[src/rtl/eer_rl_pkg.sv]
// Shared types and constants for the EER-RL node datapath: packet layout,
// scheduler FSM encoding and a saturating counter helper.
package eer_rl_pkg;

  localparam int WORD_WIDTH = 16;
  localparam int ADDR_WIDTH = 11;

  typedef enum logic [2:0] {
    ST_IDLE,
    ST_LOAD,
    ST_START,
    ST_WAIT,
    ST_ABORT
  } sched_state_e;

  typedef struct packed {
    logic [WORD_WIDTH-1:0] src;
    logic [WORD_WIDTH-1:0] energy;
    logic [WORD_WIDTH-1:0] qvalue;
    logic [WORD_WIDTH-1:0] cluster;
  } nbr_pkt_t;

  function automatic logic [15:0] sat_inc16(input logic [15:0] v);
    return (v == 16'hFFFF) ? v : v + 16'd1;
  endfunction

endpackage

[src/rtl/pkt_fifo.sv]
// Small synchronous FIFO for neighbour packets; registered occupancy count,
// combinational read of the head entry.
module pkt_fifo #(
  parameter  int DEPTH = 4,
  parameter  int WIDTH = 64,
  localparam int PTR_W = $clog2(DEPTH),
  localparam int CNT_W = PTR_W + 1
) (
  input  logic             clock,
  input  logic             nrst,
  input  logic             push,
  input  logic             pop,
  input  logic [WIDTH-1:0] din,
  output logic [WIDTH-1:0] dout,
  output logic [CNT_W-1:0] count,
  output logic             full,
  output logic             empty
);

  logic [WIDTH-1:0] mem_q [DEPTH];
  logic [WIDTH-1:0] mem_d [DEPTH];
  logic [PTR_W-1:0] wr_ptr_q, wr_ptr_d;
  logic [PTR_W-1:0] rd_ptr_q, rd_ptr_d;
  logic [CNT_W-1:0] count_q, count_d;
  logic             push_ok;
  logic             pop_ok;

  assign full    = (count_q == CNT_W'(DEPTH));
  assign empty   = (count_q == '0);
  assign count   = count_q;
  assign dout    = mem_q[rd_ptr_q];
  assign push_ok = push && !full;
  assign pop_ok  = pop && !empty;

  // NOTE: every always_comb output gets a default first so no latch is inferred.
  always_comb begin
    mem_d    = mem_q;
    wr_ptr_d = wr_ptr_q;
    rd_ptr_d = rd_ptr_q;
    count_d  = count_q;
    if (push_ok) begin
      mem_d[wr_ptr_q] = din;
      wr_ptr_d        = wr_ptr_q + PTR_W'(1);
    end
    if (pop_ok) begin
      rd_ptr_d = rd_ptr_q + PTR_W'(1);
    end
    case ({push_ok, pop_ok})
      2'b10:   count_d = count_q + CNT_W'(1);
      2'b01:   count_d = count_q - CNT_W'(1);
      default: count_d = count_q;
    endcase
  end

  // NOTE: storage is deliberately left out of reset; only pointers and count
  // define validity, so clearing the array would cost flops for nothing.
  always_ff @(posedge clock) begin
    if (!nrst) begin
      wr_ptr_q <= '0;
      rd_ptr_q <= '0;
      count_q  <= '0;
    end else begin
      wr_ptr_q <= wr_ptr_d;
      rd_ptr_q <= rd_ptr_d;
      count_q  <= count_d;
    end
    mem_q <= mem_d;
  end

endmodule

[src/rtl/qtable_update_sched.sv]
// Buffers neighbour advertisements and launches one QTableUpdate at a time,
// dropping self-originated packets and aborting updates that never finish.
module qtable_update_sched
  import eer_rl_pkg::*;
#(
  parameter int                    WORD_WIDTH = eer_rl_pkg::WORD_WIDTH,
  parameter int                    FIFO_DEPTH = 4,
  parameter int                    TIMEOUT    = 4096,
  parameter logic [WORD_WIDTH-1:0] MY_ID      = WORD_WIDTH'(1)
) (
  input  logic                  clock,
  input  logic                  nrst,
  input  logic                  en,
  input  logic                  pkt_valid,
  input  logic [WORD_WIDTH-1:0] pkt_src,
  input  logic [WORD_WIDTH-1:0] pkt_energy,
  input  logic [WORD_WIDTH-1:0] pkt_qvalue,
  input  logic [WORD_WIDTH-1:0] pkt_cluster,
  output logic                  pkt_ready,
  output logic                  upd_en,
  output logic                  upd_start,
  output logic [WORD_WIDTH-1:0] upd_src,
  output logic [WORD_WIDTH-1:0] upd_energy,
  output logic [WORD_WIDTH-1:0] upd_qvalue,
  output logic [WORD_WIDTH-1:0] upd_cluster,
  input  logic                  upd_done,
  output logic                  busy,
  output logic                  timeout_err,
  output logic [15:0]           upd_count,
  output logic [15:0]           skip_count,
  output logic [15:0]           timeout_count
);

  localparam int CNT_W   = $clog2(FIFO_DEPTH) + 1;
  localparam int TIMER_W = (TIMEOUT > 1) ? $clog2(TIMEOUT) : 1;
  localparam logic [TIMER_W-1:0] TIMER_LAST = TIMER_W'(TIMEOUT - 1);

  typedef struct packed {
    logic [WORD_WIDTH-1:0] src;
    logic [WORD_WIDTH-1:0] energy;
    logic [WORD_WIDTH-1:0] qvalue;
    logic [WORD_WIDTH-1:0] cluster;
  } pkt_t;

  sched_state_e       state_q, state_d;
  logic [TIMER_W-1:0] timer_q, timer_d;
  pkt_t               fields_q, fields_d;
  logic [15:0]        upd_count_q, upd_count_d;
  logic [15:0]        skip_count_q, skip_count_d;
  logic [15:0]        timeout_count_q, timeout_count_d;

  pkt_t               fifo_din;
  pkt_t               fifo_head;
  logic [CNT_W-1:0]   fifo_count;
  logic               fifo_full;
  logic               fifo_empty;
  logic               fifo_push;
  logic               fifo_pop;

  assign fifo_din  = '{src: pkt_src, energy: pkt_energy, qvalue: pkt_qvalue, cluster: pkt_cluster};
  assign pkt_ready = (fifo_count < CNT_W'(FIFO_DEPTH));
  assign fifo_push = pkt_valid && !fifo_full;

  pkt_fifo #(
    .DEPTH (FIFO_DEPTH),
    .WIDTH ($bits(pkt_t))
  ) u_fifo (
    .clock (clock),
    .nrst  (nrst),
    .push  (fifo_push),
    .pop   (fifo_pop),
    .din   (fifo_din),
    .dout  (fifo_head),
    .count (fifo_count),
    .full  (fifo_full),
    .empty (fifo_empty)
  );

  always_comb begin
    state_d         = state_q;
    timer_d         = timer_q;
    fields_d        = fields_q;
    upd_count_d     = upd_count_q;
    skip_count_d    = skip_count_q;
    timeout_count_d = timeout_count_q;
    fifo_pop        = 1'b0;
    case (state_q)
      ST_IDLE: begin
        if (en && !fifo_empty) state_d = ST_LOAD;
      end
      ST_LOAD: begin
        fifo_pop = 1'b1;
        fields_d = fifo_head;
        if (fifo_head.src == MY_ID) begin
          skip_count_d = sat_inc16(skip_count_q);
          state_d      = ST_IDLE;
        end else begin
          state_d = ST_START;
        end
      end
      ST_START: begin
        timer_d = '0;
        state_d = ST_WAIT;
      end
      ST_WAIT: begin
        // Completion takes priority over an expiry on the same cycle.
        if (upd_done) begin
          upd_count_d = sat_inc16(upd_count_q);
          state_d     = ST_IDLE;
        end else if (timer_q == TIMER_LAST) begin
          state_d = ST_ABORT;
        end else begin
          timer_d = timer_q + TIMER_W'(1);
        end
      end
      ST_ABORT: begin
        timeout_count_d = sat_inc16(timeout_count_q);
        state_d         = ST_IDLE;
      end
      default: state_d = ST_IDLE;
    endcase
  end

  // NOTE: sequential state uses non-blocking assignments so every flop samples
  // the pre-edge values regardless of statement order.
  always_ff @(posedge clock) begin
    if (!nrst) begin
      state_q         <= ST_IDLE;
      timer_q         <= '0;
      fields_q        <= '0;
      upd_count_q     <= '0;
      skip_count_q    <= '0;
      timeout_count_q <= '0;
    end else begin
      state_q         <= state_d;
      timer_q         <= timer_d;
      fields_q        <= fields_d;
      upd_count_q     <= upd_count_d;
      skip_count_q    <= skip_count_d;
      timeout_count_q <= timeout_count_d;
    end
  end

  // Engine controls decode straight from the registered state; ABORT holds
  // upd_en low for one cycle, which the engine treats as a reset.
  assign upd_start     = (state_q == ST_START);
  assign upd_en        = (state_q == ST_START) || (state_q == ST_WAIT);
  assign timeout_err   = (state_q == ST_ABORT);
  assign busy          = !fifo_empty || (state_q != ST_IDLE);
  assign upd_src       = fields_q.src;
  assign upd_energy    = fields_q.energy;
  assign upd_qvalue    = fields_q.qvalue;
  assign upd_cluster   = fields_q.cluster;
  assign upd_count     = upd_count_q;
  assign skip_count    = skip_count_q;
  assign timeout_count = timeout_count_q;

endmodule

[config.mk]
export PLATFORM = sky130hd
export DESIGN_NAME = qtable_update_sched
export DESIGN_NICKNAME = d
export VERILOG_FILES = /design/src/rtl/eer_rl_pkg.sv /design/src/rtl/pkt_fifo.sv /design/src/rtl/qtable_update_sched.sv
export SDC_FILE = /design/constraint.sdc
export NUM_CORES = 1
export LEC_CHECK = 0
export BUFFER_PORTS_ARGS = -buffer_cell sky130_fd_sc_hd__buf_2
export CAP_MARGIN = 20
export CORE_MARGIN = 2
export CORE_UTILIZATION = 40
export CTS_CLUSTER_SIZE = 25
export DETAILED_ROUTE_END_ITERATION = 10
export PLACE_DENSITY = 0.62
export SKIP_LAST_GASP = 1
export SLEW_MARGIN = 20
export SYNTH_ARGS = -nofsm -noshare
export SYNTH_HDL_FRONTEND = slang
export SYNTH_SLANG_ARGS = --single-unit
export TNS_END_PERCENT = 10
[constraint.sdc]
create_clock -name clock -period 3.6 [get_ports clock]
set_clock_uncertainty 0.1 [all_clocks]
set_input_delay 0.72 -clock clock [delete_from_list [all_inputs] [get_ports clock]]
set_output_delay 0.72 -clock clock [all_outputs]
set_load 0.05 [all_outputs]
==> results of run 1 <==
[area by class of cell]
cell class | count | area (um2)
repair buffers | 199 | 1080
multi-input cells | 566 | 4300
clock inverters | 18 | 184
clock buffers | 60 | 1200
inverters | 14 | 55.1
diodes | 4 | 10.0
fillers | 3194 | 18900
well taps | 468 | 586
flip-flops and latches | 390 | 10400
[per-layer routing]
metal  vias to the layer above  track usage, %
met5                         -               0
met4                        12            5.54
met3                        54            5.22
met2                       214            27.5
met1                      4477            21.5
li1                       4266               -
[synthesized netlist by cell type (13+ instances only)]
cell type	number	area share [%]
sky130_fd_sc_hd__mux4_1	13	2.3
sky130_fd_sc_hd__nor2_1	44	1.1
sky130_fd_sc_hd__xor2_1	17	1.0
sky130_fd_sc_hd__dfxtp_1	134	18
sky130_fd_sc_hd__mux4_2	51	7.7
sky130_fd_sc_hd__nand4_1	13	0.54
sky130_fd_sc_hd__a21oi_1	86	2.9
sky130_fd_sc_hd__clkbuf_1	35	0.88
sky130_fd_sc_hd__edfxtp_1	256	51
sky130_fd_sc_hd__nand3_1	23	0.77
sky130_fd_sc_hd__xnor2_1	20	1.2
sky130_fd_sc_hd__nand2_1	152	3.8
sky130_fd_sc_hd__inv_1	13	0.33
[power breakdown]
part / internal, mW / switching, mW
clock network: 2.43 / 1.79
logic: 0.483 / 1.15
registers: 5.10 / 0.146
total: 8.01 / 3.09
[logic make-up after synthesis]
kind of cell             share of synthesized area (%)
AO/OA/AOI/OAI                                     5.26
flip-flops                                        69.4
buffers and inverters                             1.96
XOR/XNOR                                          2.17
AND/OR/NAND/NOR                                   10.0
adder cells (fa/ha/maj)                          0.888
multiplexers                                      10.3
[worst paths after layout]
path / from / end / depth (start not counted)
hold / removal: pkt_energy[3] / u_fifo.mem_q[227] / 1
setup / recovery: u_fifo.rd_ptr_q[0] / skip_count[13] / 6
setup reg to reg: u_fifo.rd_ptr_q[0] / skip_count[13] / 6
hold reg to reg: upd_energy[10] / upd_energy[10] / 2
[registers in the layout, indices dropped and copies added (netlist names)]
register	cells
skip_count	16
state_q	3
timeout_count	16
timer_q	12
u_fifo.count	3
u_fifo.mem_q	256
u_fifo.rd_ptr_q	2
u_fifo.wr_ptr_q	2
upd_cluster	16
upd_count	16
upd_energy	16
upd_qvalue	16
upd_src	16
[per-stage QoR]
step	power [mW]	setup slack, ns	cells
3_3_place_gp	6.98	0.619	1637
4_1_cts	11.3	0.559	1715
2_1_floorplan	6.50	0.564	1022
5_1_grt	11.5	0.378	1716
3_5_place_dp	7.01	0.577	1637
6_report	11.1	0.594	1719
[critical path, stage by stage (launching register included)]
cell	delay, ns
sky130_fd_sc_hd__dfxtp_4	0.66
sky130_fd_sc_hd__mux4_1	0.67
sky130_fd_sc_hd__nor4b_2	0.42
sky130_fd_sc_hd__nand4_1	0.14
sky130_fd_sc_hd__buf_4	0.25
sky130_fd_sc_hd__or4_1	0.52
sky130_fd_sc_hd__a21oi_1	0.15
==> impl.org, run 1 <==
** Status
- Status :: completed

** Synthesis
- Primary flip-flop cell chosen by synthesis mapping :: sky130_fd_sc_hd__edfxtp_1
- Synthesis Warnings :: 0
- The synthesized netlist contains 55 unique library cells.
- Counting flops with a built-in enable in the synthesized netlist gives 256.
- Flops & latches, synth :: 390
- Counting every instance in the synthesized netlist gives 1,022.
- Synthesized cell area :: 0.0149 mm2
- Share of flip-flops with an asynchronous set or reset after synthesis :: 0%
- A synthesized cell averages 14.6 um2.
- Sequential share of the synthesized area :: 69.4%
- Post-synthesis net count :: 1,101

** STA
- Post-route minimum period :: 3.01 ns
- Measured against its own limit, the worst slew margin works out to 34.3%.
- Unrepaired setup endpoints after global routing :: false
- Setup Total Neg Slack :: 0 ns
- Number of max-slew violations in the final report :: 0
- Final period util :: 83.5%
- Setup violations remaining at the end of the flow were counted as 0.
- Transition time at the pin with the least slew margin :: 0.979 ns
- Total count of hold-check failures in the final report :: 0
- Post-route worst hold slack :: 0.261 ns
- Based on the critical path, the design can be clocked at up to 333 MHz.

** Routing
- The highest layer touched by signal routing is met5.
- For this run, the detailed router's first-pass iteration total came to 4.
- Post-detailed-route count of antenna-violating nets :: 0
- Mean number of vias per cell :: 5.25
- Routed metal-1 wirelength :: 14.1 mm
- Routed length per instance :: 19.0 um
- Metal2 WL :: 15.5 mm
- Wires add up to 32.7 mm.
- Via total after detailed routing :: 9,023
- Detailed-route DRC error count :: 0
- After detailed routing, the met3 layer carries 2.41 mm of wire.
- For this block, the initial DRC count from the detailed router was 401.

** Cells and area
- The final layout contains 1,292 nets.
- Cells fill 48.5% of the core in the end.
- After routing the design area is 0.0178 mm2.
- Area growth from synthesis to layout :: 19.1%
- Fraction of layout cells with a size suffix above 1 :: 26.1%
- The library cell used most frequently in the layout, excluding fill and tap cells, is sky130_fd_sc_hd__edfxtp_1.
- In the layout the commonest cells are sky130_fd_sc_hd__edfxtp_1, sky130_fd_sc_hd__buf_2, sky130_fd_sc_hd__nand2_1.

** Die
- Die Outline Area :: 0.0389 mm2
- The floorplan has 70 rows.
- The floorplan step set the die height to 197 um.
- Placeable core area :: 0.0367 mm2
- The initial utilization of the core area, before any placement, comes to 40.7%.
- In this run the count of I/O pins placed on the die edge is 186.
- The die is 197 um wide.

** GRT
- Maximum number of pins on one net before global-route repair :: 79
- First-pass GRT wire length :: 50.5 mm
- The via count of the first global-routing pass was 9,056.
- Across every metal layer, demand over resource in global routing totals 16.8%.
- Global routing finished with a remaining overflow of 0.
- The number of antenna violations at the first check in global routing was 10.

** Clock tree
- Count of hold buffers inserted by post-cts repair :: 0
- Longest Clk Path Bufs :: 3
- The clock drives 390 sinks.
- Number of clock buffers inserted by TritonCTS :: 42
- Clock-pin slew on the worst setup and hold paths :: 0.06 ns
- Later-pin clock latency in the skew report :: 0.57 ns
- The H-tree generated during clock tree synthesis spans 2 levels.
- Post-cts gate resize count :: 0
- Cell chosen for the clock root :: sky130_fd_sc_hd__clkbuf_16
- TritonCTS clock tree :: yes
- Once the clock tree was built, the setup fixing pass inserted 0 buffers.

** Critical path
- Crit path arrival time :: 3.39 ns
- Flop2flop setup slack :: 0.59 ns
- STA classifies the critical path startpoint as a register.
- Kind of end point of the critical path :: register
- Crit Path Max Fanout :: 30
- The worst setup path is of the reg -> reg kind.
- At the worst endpoint, the required time is 3.99 ns.

** Power
- Power per cell area :: 624 mW/mm2
- The analysis attributes to cell leakage a power of 6.19 nW.
- Largest vdd supply drop :: 463 uV

** Placement
- Buffers on Ports :: 185
- Placed standard-cell area :: 0.0164 mm2
- Routability-driven placement finished with a final weighted congestion of 0.757.
- Summed over all nets, the half-perimeter wirelength after detailed placement is 19.4 mm.

** Flow run
- Max-cap violations in this run came to 0.

** Worst hold path
- Class of the tightest hold or removal check :: in -> reg
Power figures use the tool's default switching activity.
==> run 2: changes to the inputs <==
PLACE_DENSITY = 0.64   (was 0.62)
clock period = 2.6 ns   (was 3.6 ns; I/O delays follow)
==> run 2 against run 1 <==
Compared with the run above:
- the flow now finishes with violations (negative setup slack)
- fmax grew 11%
- final area up 2.1%
- register-to-register slack worse by 0.71 ns
- critical endpoint is now skip_count[15]
==> impl.org, run 2 (synthesis results as in run 1) <==
** Clock tree
- In this run the deepest clock path goes through 3 buffers.
- In this run the number of H-tree levels came out at 2.
- Clock latency on the worst-skew pair, taken at its later pin, is 0.57 ns.
- TritonCTS clock tree :: yes
- Clock sink total :: 390
- After clock tree synthesis, the clock-pin slew on the worst setup and hold paths is 0.06 ns.
- Cell chosen for the clock root :: sky130_fd_sc_hd__clkbuf_16
- Number of clock buffers inserted by TritonCTS :: 41

** STA
- Dividing the final minimum period by the clock period gives 104%.
- The worst path in the final design needs a cycle of 2.71 ns, including I/O delays and setup.
- Total count of hold-check failures in the final report :: 0
- Max_slew headroom :: 43.4%
- The count of pins over their slew limit came to 0.
- Unrepaired setup endpoints after global routing :: true
- Setup violations remaining at the end of the flow were counted as 13.
- Setup Total Neg Slack :: -0.768 ns
- Smallest setup slack after layout :: -0.111 ns
- Transition time at the pin with the least slew margin :: 0.849 ns
- Based on the critical path, the design can be clocked at up to 369 MHz.

** Cells and area
- Nets :: 1,325
- Number of non-filler instances in the completed layout :: 1,749
- Top library cells by usage in the layout, fill and taps aside :: sky130_fd_sc_hd__edfxtp_1, sky130_fd_sc_hd__buf_2, sky130_fd_sc_hd__nand2_1
- Most common cell after layout, fill and taps aside :: sky130_fd_sc_hd__edfxtp_1
- Of the cells placed in the final design, the portion with a size suffix greater than 1 is 29.9%.
- Area growth from synthesis to layout :: 21.5%
- Max FFs per register :: 256
- Counting the fill cells in the layout gives 3,169.
- Register with the most flip-flops :: u_fifo.mem_q

** Die
- Die outline height :: 197 um
- Number of placement rows :: 70
- 186 I/O pins were placed.
- Die Outline Area :: 0.0389 mm2
- Placeable core area :: 0.0367 mm2
- Die outline width :: 197 um
- The initial utilization of the core area, before any placement, comes to 40.7%.

** Routing
- After the first detailed-routing iteration, the DRC count stood at 543.
- Total wire length after detailed routing :: 33.4 mm
- After detailed routing, the number of vias per cell comes to 5.27.
- Post-detailed-route count of antenna-violating nets :: 0
- In the routed design, unresolved DRC markers number 0.
- Via total after detailed routing :: 9,214
- For this run, the detailed router's first-pass iteration total came to 5.
- Routed length per instance :: 19.1 um

** Critical path
- STA classifies the critical path startpoint as a register.
- Worst setup path endpoint :: skip_count[15]
- Crit path arrival time :: 3.11 ns
- The critical path starts at u_fifo.rd_ptr_q[0].
- In this run the register-to-register setup slack is -0.11 ns.
- STA classifies the critical path endpoint as a register.
- Count of cells along the worst register-to-register path :: 9
- In this run the critical register-to-register path is captured at skip_count[15].
- CP required :: 3.00 ns
- Crit Path Max Fanout :: 6
- By startpoint and endpoint, the worst setup path is classified as reg -> reg.
- Worst r2r src :: u_fifo.rd_ptr_q[0]

** Power
- The analysis attributes to cell leakage a power of 6.38 nW.
- IR analysis of the VDD net gives a maximum drop of 676 uV.
- Power per cell area :: 853 mW/mm2

** Placement
- Once detailed placement completed, the half-perimeter wirelength came to 20.0 mm.
- Buffers on Ports :: 185
- Cell total after placement :: 1,659
- Prior to clock tree synthesis, the placed netlist has a worst setup slack of -0.159 ns.
- Global placer's final weighted congestion :: 0.784

** GRT
- Global routing used 17.4% of the available tracks.
- After global routing the overflow that remains totals 0.
- Entering global routing, the biggest net connects 65 pins.
- For this run, global-route usage on met1 was measured as 22.4%.
- Vias in the first global route :: 9,151
- The first global-routing pass estimated 51.8 mm of wire.
- Met2 track demand over resource :: 28.4%
- Number of antenna violations at the first check in global routing :: 5
- Met3 layer usage reported by global route :: 4.95%
- met2 is the most crowded layer.

** Worst hold path
- Class of the tightest hold or removal check :: in -> reg

** Flow run
- Max-cap violations in this run came to 0.

** Status
- The run finished, with violations left.
- Failing checks :: negative setup slack
==> run 2: power by group <==
group / internal (mW) / switching, mW
clock network: 3.42 / 2.38
registers: 7.06 / 0.170
logic: 0.780 / 1.68
==> run 2: what timing repair did <==
action / CTS / global route
gates cloned: 2 / 0
resized for setup: 20 / 19
pin swaps: 14 / 11
endpoints found under the setup margin: 11 / 21
buffers inserted: 6 / 6
hold buffers: 0 / 0
==> run 2: worst min path at each step <==
stage	slack (ns)	end	start	cells after the start
after detailed placement	0.34	upd_energy[0]	upd_energy[0]	2
after global placement	0.34	upd_energy[0]	upd_energy[0]	2
after CTS	0.03	u_fifo.mem_q[28]	pkt_qvalue[12]	1
final	0.07	u_fifo.mem_q[102]	pkt_energy[6]	1
after floorplan	0.35	timer_q[10]	timer_q[10]	2
after global routing	0.05	u_fifo.mem_q[44]	pkt_energy[12]	1
==> run 2: per-stage QoR <==
| stage | area [um2] | util (%) | power (mW) | hold slack (ns) |
|---|---|---|---|---|
| 6_report | 18200 | 49.5 | 15.5 | 0.0651 |
| 5_1_grt | 18200 | 49.5 | 16.1 | 0.0481 |
| 4_1_cts | 18100 | 49.2 | 15.7 | 0.0306 |
| 3_5_place_dp | 16600 | 45.3 | 9.79 | 0.344 |
| 3_3_place_gp | 16600 | 45.3 | 9.74 | 0.340 |
| 2_1_floorplan | 14900 | - | 9.00 | 0.349 |
==> run 2: critical path, cell delays in order (launching register included) <==
cell and delay (ns):
sky130_fd_sc_hd__dfxtp_4 0.36, sky130_fd_sc_hd__buf_12 0.11, sky130_fd_sc_hd__buf_4 0.13, sky130_fd_sc_hd__mux4_2 0.55, sky130_fd_sc_hd__nor4b_4 0.33, sky130_fd_sc_hd__nand4_1 0.15
sky130_fd_sc_hd__buf_6 0.16, sky130_fd_sc_hd__buf_6 0.13, sky130_fd_sc_hd__or4_4 0.50, sky130_fd_sc_hd__a21oi_2 0.12
==> run 2: routing by layer <==
layer / vias up / wire, um
met5: - / 37
met4: 6 / 582
met3: 47 / 2380
met2: 231 / 16200
met1: 4603 / 14200
li1: 4327 / -
==> run 2: layout make-up <==
cell class	count	area [um2]	area share (%)
Tap cell	468	586	3.22
Timing Repair Buffer	233	1420	7.83
Clock inverter	17	155	0.854
Clock buffer	59	1200	6.59
Multi-Input combinational cell	566	4360	24.0
Inverter	14	55.1	0.303
Antenna cell	2	5.00	0.0276
Sequential cell	390	10400	57.1
